`src/rtl/gate_exerciser.sv`:
```
// gate_exerciser: walks all 32 {g,e,d,b,a} vectors through the gate block and checks c=a&b, f=d|e, h=~g.
// Each vector is held SETTLE_CYCLES cycles, then checked for one cycle; errors and the first failure are recorded.
module gate_exerciser #(
   parameter int SETTLE_CYCLES = 2
) (
   input  logic       clk,
   input  logic       rst_n,
   input  logic       start,
   output logic       drv_a,
   output logic       drv_b,
   output logic       drv_d,
   output logic       drv_e,
   output logic       drv_g,
   input  logic       obs_c,
   input  logic       obs_f,
   input  logic       obs_h,
   output logic       busy,
   output logic       done,
   output logic       pass,
   output logic [5:0] err_count,
   output logic [4:0] first_fail_vec,
   output logic [2:0] first_fail_obs
);
   typedef enum logic [1:0] {IDLE, SETTLE, CHECK, DONE} state_t;
   state_t state, state_n;
   logic [4:0] vec, vec_n, drv, drv_n, ffv_n;
   logic [3:0] cnt, cnt_n;
   logic [5:0] err_n;
   logic [2:0] ffo_n, exp_v, obs;
   logic pass_n, bad;
   assign obs = {obs_c, obs_f, obs_h};
   assign exp_v = {vec[0] & vec[1], vec[2] | vec[3], ~vec[4]};
   assign bad = (state == CHECK) && (obs != exp_v);
   assign {drv_g, drv_e, drv_d, drv_b, drv_a} = drv;
   assign busy = (state == SETTLE) || (state == CHECK);
   assign done = state == DONE;
   always_comb begin
      state_n = state;
      vec_n = vec;
      cnt_n = cnt;
      err_n = err_count;
      ffv_n = first_fail_vec;
      ffo_n = first_fail_obs;
      pass_n = pass;
      case (state)
         IDLE: if (start) begin
            state_n = SETTLE;
            vec_n = '0;
            cnt_n = '0;
            err_n = '0;
            ffv_n = '0;
            ffo_n = '0;
            pass_n = 1'b0;
         end
         SETTLE: begin
            cnt_n = cnt + 4'd1;
            state_n = (cnt == 4'(SETTLE_CYCLES - 1)) ? CHECK : SETTLE;
         end
         CHECK: begin
            if (bad) begin
               err_n = err_count + 6'd1;
               ffv_n = (err_count == 6'd0) ? vec : first_fail_vec;
               ffo_n = (err_count == 6'd0) ? obs : first_fail_obs;
            end
            if (vec == 5'd31) begin
               state_n = DONE;
               pass_n = err_n == 6'd0;
            end else begin
               state_n = SETTLE;
               vec_n = vec + 5'd1;
               cnt_n = '0;
            end
         end
         default: state_n = IDLE;
      endcase
      // drive pins are registered copies of the vector being exercised, zero otherwise
      drv_n = (state_n == SETTLE || state_n == CHECK) ? vec_n : 5'd0;
   end
   always_ff @(posedge clk) begin
      if (!rst_n) begin
         state <= IDLE;
         vec <= '0;
         cnt <= '0;
         drv <= '0;
         err_count <= '0;
         first_fail_vec <= '0;
         first_fail_obs <= '0;
         pass <= 1'b0;
      end else begin
         state <= state_n;
         vec <= vec_n;
         cnt <= cnt_n;
         drv <= drv_n;
         err_count <= err_n;
         first_fail_vec <= ffv_n;
         first_fail_obs <= ffo_n;
         pass <= pass_n;
      end
   end
endmodule

```
`config.mk`:
```
export PLATFORM = sky130hd
export DESIGN_NAME = gate_exerciser
export DESIGN_NICKNAME = d
export VERILOG_FILES = /design/src/rtl/gate_exerciser.sv
export SDC_FILE = /design/constraint.sdc
export NUM_CORES = 1
export LEC_CHECK = 0
export BUFFER_PORTS_ARGS = -buffer_cell sky130_fd_sc_hd__buf_2
export CAP_MARGIN = 10
export CORE_ASPECT_RATIO = 1.4
export CORE_MARGIN = 5
export CORE_UTILIZATION = 34
export DETAILED_ROUTE_END_ITERATION = 8
export HOLD_SLACK_MARGIN = 0.06
export PLACE_DENSITY_LB_ADDON = 0.15
export SYNTH_ARGS = -nofsm -noshare
export SYNTH_HDL_FRONTEND = slang
export SYNTH_SLANG_ARGS = --single-unit
```
`constraint.sdc`:
```
create_clock -name clk -period 2.8 [get_ports clk]
set_clock_uncertainty 0.15 [all_clocks]
set_input_delay 0.42 -clock clk [delete_from_list [all_inputs] [get_ports clk]]
set_output_delay 0.42 -clock clk [all_outputs]
set_load 0.01 [all_outputs]
```
==> results.tsv <==
metric	value	unit
path_max_fanout	7	
r2r_start	state[0]	
cts_resized	0	
synth_nets	218	
ys_seq_elements	31	
grt_antenna_before_repair	0	
globalRoute.totalOverflow	0	
critical-path-slowest-cell	nor2b_1	
holdCritStartpoint	obs_c	
yosysWarnings	0	
fin_nets	247	
cts_htree_levels	2	
num_vias	1570	
cp_cell_sequence	inv_1, ha_1, nor2b_1, a22oi_1, mux2_2, o221ai_1, nor2_1	
finalSetupViolations	0	
drive_gt1_share	19.8	%
worstPathRequired	2.81	ns
final-hold-violation-count	0	
die_width	68.8	um
clockBufferDepth	2	
start_util	34.5	%
grt_pass1_vias	1510	
syn_avg_cell_area	8.11	um2
coreArea	0.00477	mm2
status	completed	
setup_ws	0.377	ns
min_period	2.42	ns
wirelength	4330	um
final_common_cell	dfxtp_1	
fin_crit_sh	86.5	%
syn2layout_area_growth	17.4	%
synth_cell_types	43	
routedWlPerCell	14.6	um
cp-startpoint	state[0]	
p_leak	0.806	nW
drv_cap	0	
clkSinkCount	31	
grt_max_degree	15	
drcViolationCount	0	
cp.depth	7	
whs_path_depth	3	
place_ws	0.398	ns
fp.dieH	92.3	um
tightest_slew	0.564	ns
slew_viol_final	0	
critical-path-top-delay-family	simple AND/OR/NAND/NOR gates	
rsz0062_at_grt	no	
cts_setup_buffers	0	
numPortBuffers	27	
grt_pass1_wl	7160	um
cpPeakStageDelay	0.50	ns
crit_type	register to register	
power.density	491	mW/mm2
max_slew_margin	62.0	%
core.rowCount	30	
async_reset_ff_share	0	%
dieArea	0.00635	mm2
synthCells	203	
hpwl	3360	um
vdd_ir_drop_max	212	uV
rr_worst_depth	7	
num_antenna_cells	0	
worst-path-buf-inv	1	
seq_area_frac_synth	37.7	%
gp_congestion	0.849	
insertion_delay	0.28	ns
sw_frac_of_total	27.6	%
final_cell_mix	dfxtp_1 (31), buf_2 (27), nor2_1 (22)	
via_per_inst	5.30	
drtPass1Iterations	4	
cts_root_buf	clkbuf_8	
start_kind	register	
synth_edf_count	0	
critPathArrivalTime	2.43	ns
p_int	0.687	mW
finalSetupTns	0	ns
synthFlopType	dfxtp_1	
path_clk_slew	0.06	ns
seqPwrFrac	47.9	%
io_pins	28	
p_clk_share	37.9	%
combPwrFrac	14.3	%
holdWs	0.260	ns
synthTopCellsByArea	dfxtp_1 (38%), ha_1 (6.8%), a21oi_1 (5.5%)	
grt_usage	14.8	%
power_switching	0.261	mW
yosysTopAreaCell	dfxtp_1	
postRouteAntennaNets	0	
cts_buffers	5	
cts_tree	done	
end_kind	register	
first_iter_violations	120	
synth_top_cell_area_share	37.7	%
synthesis.area	0.00165	mm2
fillers	531	
cts_hold_buf	0	
max_freq	413	MHz
hold_class	input pin to register	
[area by class of cell]
type                       count  area (um2)  share of cell area, %
timing repair buffer          32         173                   8.94
inverter                      10        37.5                   1.94
tap                           64        80.1                   4.15
clock inverter                 1        5.00                  0.259
multi-input combinational    152         933                   48.3
sequential                    31         621                   32.1
clock buffer                   6        82.6                   4.27
[synthesized netlist by cell type (all sizes together) (2+ instances only)]
library cell / count
dfxtp: 31
buf: 4
o21a: 3
nor4: 2
o21ai: 9
mux2: 2
nand2: 20
inv: 10
nand2b: 3
xnor2: 2
xor2: 3
a31oi: 5
nor3: 3
or3: 4
clkbuf: 6
or3b: 2
nand4b: 3
nor2b: 2
a22oi: 3
nand4: 6
a21oi: 18
nand3: 14
a211oi: 3
and4: 2
ha: 9
nor2: 22
[logic make-up (layout without fill, tap and decap cells)]
| logic type | count (synthesis) | in the layout | synth area share, % |
|---|---|---|---|
| simple gates | 88 | 88 | 27.1 |
| fa+ha+maj | 9 | 9 | 6.84 |
| flops | 31 | 31 | 37.7 |
| compound gates | 48 | 48 | 18.7 |
| xor+xnor | 5 | 5 | 2.66 |
| mux | 2 | 2 | 1.37 |
| buf+inv | 20 | 49 | 5.55 |
[metrics by stage]
step | cells | util (%) | cell area (um2) | power, mW
CTS | 296 | 40.5 | 1930 | 0.958
detailed placement | 289 | 38.7 | 1840 | 0.600
global route | 296 | 40.5 | 1930 | 0.995
floorplan | 203 | - | 1650 | 0.556
global placement | 289 | 38.7 | 1840 | 0.602
finish | 296 | 40.5 | 1930 | 0.948
[power groups by stage]
stage | clock network, mW | logic [mW] | registers [mW]
after global routing | 0.388 | 0.152 | 0.455
after CTS | 0.368 | 0.137 | 0.454
after global placement | 0 | 0.138 | 0.463
after floorplan | 0 | 0.0933 | 0.463
after detailed placement | 0 | 0.136 | 0.464
final | 0.359 | 0.135 | 0.454
[per-layer routing]
metal | wire [um] | up-vias | GRT usage, %
li1 | - | 784 | -
met1 | 1700 | 729 | 16.7
met2 | 2240 | 40 | 24.3
met3 | 190 | 17 | 3.64
met4 | 203 | 0 | 8.78
met5 | 0 | - | 0
[flip-flops by register name (all words and copies together), names as in the netlist]
name	cells
err_count	6
drv	5
first_fail_vec	5
vec	5
cnt	4
first_fail_obs	3
state	2
pass	1
[tightest hold or removal path, cell delays in order]
cell and delay [ns]:
buf_2 0.11, nand2_1 0.06, a21oi_1 0.05
[path summary, 6_finish.rpt]
check / endpoint / slack [ns]
worst max-delay path: drv[4] / 0.38
worst min-delay path: first_fail_obs[2] / 0.26
worst max register to register: drv[4] / 0.38
worst min register to register: first_fail_obs[2] / 0.31
Note: power is estimated with default switching activity, not from simulation.
